File: config.mk
export PLATFORM = sky130hd
export DESIGN_NAME = bitser_shift_reg
export DESIGN_NICKNAME = d
export VERILOG_FILES = /design/src/rtl/bitser_shift_reg.sv
export SDC_FILE = /design/constraint.sdc
export NUM_CORES = 1
export LEC_CHECK = 0
export CAP_MARGIN = 5
export CORE_ASPECT_RATIO = 0.7
export CORE_MARGIN = 8
export CORE_UTILIZATION = 46
export DETAILED_ROUTE_END_ITERATION = 8
export GPL_ROUTABILITY_DRIVEN = 0
export MAX_ROUTING_LAYER = met4
export PLACE_DENSITY = 0.78
export SKIP_LAST_GASP = 1
export SYNTH_ARGS = -nofsm -noshare
export SYNTH_HDL_FRONTEND = slang
export SYNTH_SLANG_ARGS = --single-unit
File: constraint.sdc
create_clock -name clk -period 2.5 [get_ports clk]
set_clock_uncertainty 0.2 [all_clocks]
set_input_delay 0.375 -clock clk [delete_from_list [all_inputs] [get_ports clk]]
set_output_delay 0.375 -clock clk [all_outputs]
set_load 0.02 [all_outputs]
File: src/rtl/bitser_shift_reg.sv
// Bit-serial shift register with digit-wide beats, four serial modes, an input
// alignment delay for write-back, and a self-timed beat counter with busy/done.
//
// state   | meaning
// --------+-----------------------------------------------
// ST_IDLE | accepts load (priority) or start
// ST_BUSY | shifting one digit per beat until final beat
module bitser_shift_reg #(
  parameter int WIDTH    = 8,
  parameter int DIGIT    = 1,
  parameter int IN_DELAY = 1
) (
  input  logic             clk,
  input  logic             rst,
  input  logic             en,
  input  logic             load,
  input  logic [WIDTH-1:0] parallel_in,
  input  logic             start,
  input  logic [1:0]       mode,
  input  logic [DIGIT-1:0] serial_in,
  output logic [DIGIT-1:0] serial_out,
  output logic [WIDTH-1:0] q,
  output logic             busy,
  output logic             done
);

  localparam int BEATS = WIDTH / DIGIT;
  localparam int CW    = $clog2(BEATS + 4);
  localparam logic [CW-1:0] LAST_SHIFT = CW'(BEATS - 1);
  localparam logic [CW-1:0] LAST_SHIN  = CW'(BEATS - 1 + IN_DELAY);

  localparam logic [0:0] ST_IDLE = 1'b0;
  localparam logic [0:0] ST_BUSY = 1'b1;

  localparam logic [1:0] M_SHIN  = 2'b00;
  localparam logic [1:0] M_ROT   = 2'b01;
  localparam logic [1:0] M_LOGIC = 2'b10;

  logic [0:0]             state;
  logic [CW-1:0]          cnt;
  logic [1:0]             mode_q;
  logic [DIGIT-1:0]       dly_out;
  logic                   priming;
  logic [DIGIT-1:0]       fill;
  logic [WIDTH+DIGIT-1:0] cat;
  logic [CW-1:0]          last;

  generate
    if (IN_DELAY == 0) begin : g_nodly
      assign dly_out = serial_in;
      assign priming = 1'b0;
    end else begin : g_dly
      logic [DIGIT-1:0] dly [IN_DELAY];

      // The delay line runs on every beat so write-back data stays aligned even
      // when it starts arriving before the operation does.
      always_ff @(posedge clk) begin
        if (rst) begin
          for (int i = 0; i < IN_DELAY; i++) dly[i] <= '0;
        end else if (en) begin
          dly[0] <= serial_in;
          for (int i = 1; i < IN_DELAY; i++) dly[i] <= dly[i-1];
        end
      end

      assign dly_out = dly[IN_DELAY-1];
      assign priming = (mode_q == M_SHIN) && (cnt < CW'(IN_DELAY));
    end
  endgenerate

  always_comb begin
    fill = '0;
    case (mode_q)
      M_SHIN:  fill = dly_out;
      M_ROT:   fill = q[DIGIT-1:0];
      M_LOGIC: fill = '0;
      default: fill = {DIGIT{q[WIDTH-1]}};
    endcase
  end

  assign cat        = {fill, q};
  assign last       = (mode_q == M_SHIN) ? LAST_SHIN : LAST_SHIFT;
  assign busy       = (state == ST_BUSY);
  assign serial_out = q[DIGIT-1:0];

  always_ff @(posedge clk) begin
    if (rst) begin
      state  <= ST_IDLE;
      q      <= '0;
      cnt    <= '0;
      mode_q <= M_SHIN;
      done   <= 1'b0;
    end else begin
      done <= 1'b0;
      if (en) begin
        if (state == ST_IDLE) begin
          if (load) begin
            q <= parallel_in;
          end else if (start) begin
            state  <= ST_BUSY;
            cnt    <= '0;
            mode_q <= mode;
          end
        end else begin
          if (!priming) q <= cat[WIDTH+DIGIT-1:DIGIT];
          if (cnt == last) begin
            state <= ST_IDLE;
            done  <= 1'b1;
          end else begin
            cnt <= cnt + CW'(1);
          end
        end
      end
    end
  end

endmodule

After elaboration in Yosys (flattened, before gate mapping)
Memory sizes are Yosys's and may differ from the RTL's.
Cells that the tools add are included.
- flip-flop bits (word level): 16
- RAM bits: 1
- bits of input ports: 16
- output and inout port bits: 11
- word-level logic and storage cells: 50
- memories: 1
- $add $sub $neg: 1
- $lt $le $gt $ge: 1
- equality and inequality tests: 7
- mux-type cells: 21
- bitwise logic cells: 3
- reduce and logical (&&, ||, !) cells: 10
- memory list (memory ; depth ; width ; rd ports ; clocked after memory_dff ; wr ports ; RTL line ; source):
    g_dly.dly ; 1 ; 1 ; 1 ; 0 ; 1 ; 53 ; logic [DIGIT-1:0] dly [IN_DELAY];
- operators with widths (kind ; number):
    $mux 8 ; 3
    $mux 4 ; 5
    $mux 1 ; 12
    $reduce_and 4->1 ; 3
    $add 4x1->4 const B ; 1
    $eq 4x4->1 ; 1
    $lt 4x1->1 const B ; 1
    $ne 2x2->1 const B ; 2
    $ne 4x1->1 const B ; 1
    $reduce_bool 2->1 ; 2
    $not 1->1 ; 3
    $pmux 1 s3 ; 1
    $reduce_and 3->1 ; 1
    $reduce_or 3->1 ; 1
    $eq 2x1->1 const B ; 1
    $eq 2x2->1 const B ; 1
    $logic_not 2->1 ; 1
    $ne 2x1->1 const B ; 1
    $logic_and 1x1->1 ; 1
    $reduce_or 1->1 ; 1

Longest topological paths before layout
Gate-level depths: netlist (run 1).
- depth in word-level cells: 5
- depth in mapped cells: 7
- gate-level depth less buffers: 6

Worst setup path before layout (run 1)
No wires, ideal clock.
- kind: register to register
- start: reg mode_q[0]
- end: reg q[5]
- setup time: 79 ps
- arrival: 1519 ps
- required time: 2221 ps
- setup slack: 701 ps
- cell stages (with the launch flop): 8
- path buffers: 1
- period minus slack after synthesis: 1799 ps
- cell sequence: dfxtp_1 > inv_1 > ha_1 > nor4bb_2 > a211oi_4 > buf_4 > nor2_1 > a211oi_2
- cells in the longest elaborated chain, start to end: 4
- ends and longest elaborated chain (what ; RTL line ; source):
    from (decl) ; 41 ; logic [1:0] mode_q;
    from (signal assigned) ; 102 ; mode_q <= mode;
    $logic_not 2->1 ; 67 ; assign priming = (mode_q == M_SHIN) && (cnt < CW'(IN_DELAY));
    $logic_and 1x1->1 ; 67 ;
    $ne 2x2->1 (no source line) ; n/a ;
    $reduce_and 3->1 (no source line) ; n/a ;
    to (signal assigned) ; 98 ; q <= parallel_in;
    to (signal assigned) ; 105 ; if (!priming) q <= cat[WIDTH+DIGIT-1:DIGIT];
    to (decl) ; 22 ; output logic [WIDTH-1:0] q,
Every way passes these cells.
A chain may end at the register's enable or synchronous reset.

Final worst setup path (run 1)
- start: reg mode_q[0]
- end: reg q[7]
- cells in the longest elaborated chain, start to end: 4
- elaborated cells on any way between the ends: 10
- those cells by class: 4 x eq/ne; 3 x mux; 3 x reduce/logical
- ends and longest elaborated chain (what ; RTL line ; source):
    $eq 2x2->1 (tied with other cells) ; 73 ; case (mode_q)
    $pmux 1 s3 or $logic_and 1x1->1 (tied branches) ; 73, 67 ;
    $mux 8 or $ne 2x2->1 (tied branches) ; n/a ;
    $mux 8 or $reduce_and 4->1 (tied branches) ; n/a ;
Parallel ways exist; a longest one is shown, timed or not. The select of a mux whose other input is x is not followed.

==> flow_metrics.tcl, run 1 <==
set metrics [dict create \
    ant_nets 0 \
    critical-path-top-delay-family "compound AO/OA/AOI/OAI gates" \
    routedWlPerCell_um 14.89 \
    slowest_stage "a211oi_4" \
    synth_edf_count 1 \
    slowest_delay_ns 0.61 \
    synth_top_area_share_pct 34.88 \
    start_util_pct 49.10 \
    gr-total-overflow 0 \
    hold-path-endpoint "mode_q[1]" \
    port_buffers 26 \
    ys_types 36 \
    numClockSinks 17 \
    die_w_um 69.41 \
    dr.first_iter.drc_count 50 \
    min_from "mode_q[1]" \
    hold_depth 2 \
    grt_max_degree 19 \
    nets 147 \
    fp-row-count 13 \
    status "finished, final reports clean" \
    setup_ws_ns 0.3919 \
    synth.net_count 118 \
    synth_seq_cells 17 \
    worstPathArrival_ns 2.10 \
    drc_errors 0 \
    hold_path.class "register to register" \
    clock.fmax_mhz 474.4 \
    hold_violations 0 \
    avgSynthCellArea_um2 9.371 \
    grt_usage_pct 12.22 \
    drive_gt1_share_pct 11.90 \
    setup_viol 0 \
    final_area_um2 1229 \
    ys_seq_area_share_pct 38.15 \
    slew_headroom_pct 51.93 \
    die_h_um 53.39 \
    critPathBufInv 1 \
    cts_setup_buffers 0 \
    drv_cap 0 \
    start_kind "register" \
    fin_setup_tns_ns 0 \
    grt_pass1_wl_um 3560 \
    detailed_place_hpwl_um 1774 \
    pre_cts_ws_ns 0.3012 \
    core_um2 1871 \
    antenna_cells 0 \
    rsz0062_at_grt "no" \
    clockBufferDepth 2 \
    first_pass_iters 4 \
    via_count 808 \
    yosysTopAreaCell "dfxtp_1" \
    ir_drop_mv 0.3223 \
    crit_fanout 16 \
    cp.required_ns 2.49 \
    cts_buffers 3 \
    ios 27 \
    r2r_start "mode_q[0]" \
    fp.dieArea_um2 3705 \
    slew_viol_final 0 \
    worstMarginPinSlew_ns 0.7187 \
    r2r-end "q[7]" \
    area_growth_pct 33.79 \
    reg2reg_depth 6 \
    power.leakage_uw 0.0004204 \
    path_class "register to register" \
    grt_pass1_vias 760 \
    clk_latency_ns 0.28 \
    ys_top_cells_by_area "dfxtp_1, mux2i_1, nor2_1, ha_1, a211oi_1" \
    rrSetupSlack_ns 0.39 \
    cts_max_level 1 \
    antenna_found_initial 0 \
    p_per_area_nw_per_um2 470.7 \
    crit_path_end_kind "register" \
    syn_inst 98 \
    yosys_warnings 0 \
    postCtsHoldBufs 0 \
    cts_tree "done" \
    placed_area_um2 1202 \
    vias_per_cell 5.459 \
    cp_cell_sequence "inv_1 -> ha_1 -> nor4bb_2 -> a211oi_4 -> a21oi_1 -> a31o_1" \
    cts-resized-gates 0 \
    drt_wl_total_um 2203 \
    clk_pin_slew_ns 0.09 \
    synthArstFlopShare_pct 0 \
    clockRootBuffer "clkbuf_4" \
    fin_crit_ns 2.108 \
    synth_flop_cell "dfxtp_1" \
    fin_crit_sh_pct 84.32 \
    netlist_area_um2 918.4 \
]
final cells by class:
cell class	instances	area [µm²]
Fill cell	166	641.9
Multi-Input combinational cell	69	515.5
Sequential cell	17	350.3
Timing Repair Buffer	29	282.8
Tap cell	22	27.53
Clock buffer	4	26.28
Inverter	7	26.28
stage by stage:
stage | util (%) | cells | power, µW | hold slack [ns]
2_1_floorplan | - | 98 | 378.0 | 0.2363
3_3_place_gp | 64.28 | 144 | 437.8 | 0.2474
3_5_place_dp | 64.28 | 144 | 441.7 | 0.2669
4_1_cts | 65.69 | 148 | 581.6 | 0.2823
5_1_grt | 65.69 | 148 | 611.7 | 0.3000
6_report | 65.69 | 148 | 578.3 | 0.2867
registers in the layout, summed over array words and instances (netlist names):
| register | count |
|---|---|
| busy | 1 |
| cnt | 4 |
| done | 1 |
| g_dly.dly | 1 |
| mode_q | 2 |
| q | 8 |
routing by layer:
layer	track usage, %	routed length [µm]	vias to the layer above
li1	-	-	410
met4	5.085	21	0
met2	19.08	1041	18
met3	3.172	88	2
met1	14.80	1052	378
met5	-	0	-
report_power, final:
part / internal [µW] / total, µW / switching (µW)
combinational: 70.7 / 134 / 63.3
sequential: 288 / 301 / 13.0
clock: 62.0 / 143 / 81.5
cell families (layout without fill, tap and decap cells):
group,after synthesis,in the layout,synth area share (%)
multiplexers,8,8,8.856
AND/OR/NAND/NOR,35,35,21.39
AO/OA/AOI/OAI,22,22,20.44
adder cells (fa/ha/maj),4,4,5.450
buffers and inverters,12,40,5.722
flip-flops,17,17,38.15
worst min-delay path: cells and delay by family, from the launching register on:
kind,cells,cell delay [ns]
flip-flops,1,0.32
AND/OR/NAND/NOR,1,0.07
AO/OA/AOI/OAI,1,0.06
worst max-delay path by stage:
stage,from,endpoint,cells past startpoint
finish,mode_q[0],q[7],6
global route,mode_q[0],q[6],6
CTS,mode_q[0],q[7],6
detailed placement,en,q[7],5
global placement,en,q[7],5
floorplan,mode_q[0],q[5],7
layout by cell type, fill, tap and decap left out, drive strengths merged, types with 2 or more instances in the layout:
master          n
clkdlybuf4s50  26
a211oi          8
nand2           4
nand3           3
inv             7
buf             3
mux2i           7
clkbuf          4
a21oi           5
nor2           14
o21ai           2
nand2b          2
or2             2
a31o            2
dfxtp          16
ha              4
synthesized netlist by cell type (3+ instances only):
library cell and instances:
a21oi_1 5, dfxtp_1 16, nand3_1 3, mux2i_1 7, inv_1 7, ha_1 4
a211oi_1 5, nor2_1 14, nand2_1 4
No activity file was read; power rests on OpenSTA's default activity.
==> run 2, diff against run 1 <==
--- a/config.mk
+++ b/config.mk
@@ -8,11 +8,11 @@
 export CAP_MARGIN = 5
 export CORE_ASPECT_RATIO = 0.7
 export CORE_MARGIN = 8
-export CORE_UTILIZATION = 46
+export CORE_UTILIZATION = 41
 export DETAILED_ROUTE_END_ITERATION = 8
 export GPL_ROUTABILITY_DRIVEN = 0
 export MAX_ROUTING_LAYER = met4
-export PLACE_DENSITY = 0.78
+export PLACE_DENSITY = 0.74
 export SKIP_LAST_GASP = 1
 export SYNTH_ARGS = -nofsm -noshare
 export SYNTH_HDL_FRONTEND = slang
==> constraint.sdc (replaced) <==
create_clock -name clk -period 1.7 [get_ports clk]
set_clock_uncertainty 0.2 [all_clocks]
set_input_delay 0.255 -clock clk [delete_from_list [all_inputs] [get_ports clk]]
set_output_delay 0.255 -clock clk [all_outputs]
set_load 0.02 [all_outputs]
==> run 2 against run 1 <==
The flow now finishes with violations (negative setup slack). Fmax rose by 20%. Utilization rose by 1.6 points. Largest cell class unchanged. Die area rose by 8.9%. Clock power rose by 55%. Sequential cell count did not move. Wire length rose by 22%. Sequential share of layout area fell by 3.8 points. Total power rose by 56%. Register-to-register slack got worse by 0.46 ns. Final cell count rose by 16%. Sequential power rose by 48%. Setup slack got worse by 0.46 ns.
==> flow_metrics.tcl, run 2 (same netlist as run 1, synthesis figures left out) <==
set metrics [dict create \
    hold_path.class "input pin to register" \
    fin_crit_sh_pct 103.8 \
    drive_gt1_share_pct 30.94 \
    fin_crit_ns 1.764 \
    crit_fanout 5 \
    comb_power_share_pct 26.4 \
    rsz0062_at_grt "yes" \
    die_w_um 72.57 \
    fp.dieArea_um2 4034 \
    slew_headroom_pct 80.18 \
    cts_max_level 1 \
    r2r-end "cnt[2]" \
    pwr-share-seq_pct 49.2 \
    clk_pin_slew_ns 0.09 \
    min_from "mode[1]" \
    postCtsHoldBufs 0 \
    cp.required_ns 1.74 \
    via_count 879 \
    gr-usage-met2_pct 21.12 \
    nets 160 \
    detailed_place_hpwl_um 1936 \
    violations "negative setup slack" \
    p_per_area_nw_per_um2 629.3 \
    intPower_uw 640.5 \
    grt_pass1_vias 925 \
    busiest_layer "met2" \
    gr-total-overflow 0 \
    worstPathArrival_ns 1.81 \
    worstMarginPinSlew_ns 0.2964 \
    pre_cts_ws_ns -0.1967 \
    slew_viol_final 0 \
    first_pass_iters 4 \
    drc_errors 0 \
    die_h_um 55.60 \
    rrSetupSlack_ns -0.06 \
    reg.largest.list "q (8), cnt (4), mode_q (2)" \
    clockBufferDepth 2 \
    clock.fmax_mhz 566.9 \
    drt_wl_total_um 2685 \
    area_growth_pct 56.54 \
    grt_use_met1_pct 16.08 \
    ant_nets 0 \
    grt_usage_pct 13.69 \
    antenna_cells 0 \
    fin_setup_tns_ns -0.06407 \
    grt_max_degree 15 \
    cts_tree "done" \
    status "finished with violations" \
    power.leakage_uw 0.0005660 \
    clk_latency_ns 0.30 \
    r2r_start "mode_q[1]" \
    path_class "register to register" \
    final_common_cell "clkdlybuf4s50_1" \
    dr.first_iter.drc_count 70 \
    hold-path-endpoint "mode_q[1]" \
    power_frac_clock_pct 24.4 \
    clockRootBuffer "clkbuf_4" \
    ios 27 \
    largest_reg_flops 8 \
    numClockSinks 17 \
    core_um2 2137 \
    power_uw 904.8 \
    vias_per_cell 5.140 \
    placed_area_um2 1335 \
    grt_pass1_wl_um 4381 \
    setup_viol 1 \
    nFillCells 177 \
    swShare_pct 29.20 \
    hold_depth 3 \
    start_util_pct 42.97 \
    reg2reg_depth 6 \
    crit_path_end_kind "register" \
    hold_violations 0 \
    p_sw_uw 264.2 \
    ir_drop_mv 0.3185 \
    drv_cap 0 \
    fp-row-count 14 \
    port_buffers 26 \
    grt_use_met3_pct 3.777 \
    routedWlPerCell_um 15.70 \
    setup_ws_ns -0.06407 \
    antenna_found_initial 0 \
    regMostFlops "q" \
    final_area_um2 1438 \
    start_kind "register" \
    final_cell_mix "clkdlybuf4s50_1, buf_4, dfxtp_1" \
    cts_buffers 3 \
]
## run 2: cell types whose count changed in the layout (fill, tap and decap cells not counted), sizes merged
cell / before / now
buf: 3 / 16
clkdlybuf4s50: 26 / 15
dlygate4sd2: 0 / 10
dlymetal6s2s: 0 / 1
## run 2: what timing repair did
item                                    CTS  global route
buffers inserted                          2             0
pin swaps                                10             4
gates resized for setup                  20            12
endpoints found under the setup margin   21            11
gates cloned                              1             0
## run 2: routing by layer
metal  vias up  share of wire (%)  wire length, µm
li1        437                  -                -
met1       415                 45             1200
met2        22                 48             1295
met3         5                5.6              151
met4         0                1.4               38
met5         -                  0                0
## run 2: how the worst max path moves through the flow
stage / from / to
CTS: mode_q[0] / cnt[2]
detailed placement: en / q[2]
finish: mode_q[1] / cnt[2]
global placement: en / cnt[0]
floorplan: mode_q[0] / q[5]
global route: mode_q[1] / cnt[2]
## run 2: power by group through the flow
stage | Clock [µW] | Combinational (µW) | Sequential [µW]
CTS | 228 | 235 | 441
floorplan | 0 | 93.2 | 466
finish | 221 | 239 | 445
detailed placement | 0 | 222 | 451
global placement | 0 | 216 | 449
global route | 254 | 254 | 448
## run 2: per-stage QoR
step | hold slack (ns) | std cells | util [%]
after floorplan | 0.1834 | 98 | -
after global placement | 0.2438 | 165 | 62.47
after detailed placement | 0.2521 | 165 | 62.47
after CTS | 0.2897 | 172 | 66.63
after global routing | 0.2935 | 171 | 67.27
final | 0.3018 | 171 | 67.27
## run 2: critical path: stages, from the launching register on
cell,delay [ns]
dfxtp_2,0.35
inv_2,0.05
ha_4,0.17
or2_4,0.26
o221a_4,0.25
a2111oi_4,0.31
a31o_1,0.14
## run 2: cell type report
class                   count  area [µm²]  share of cell area (%)
repair buffers             42       386.6                   26.89
well taps                  32       40.04                   2.785
inverters                   7       26.28                   1.828
flip-flops and latches     17       355.3                   24.72
clock buffers               4       26.28                   1.828
multi-input cells          69       603.1                   41.95
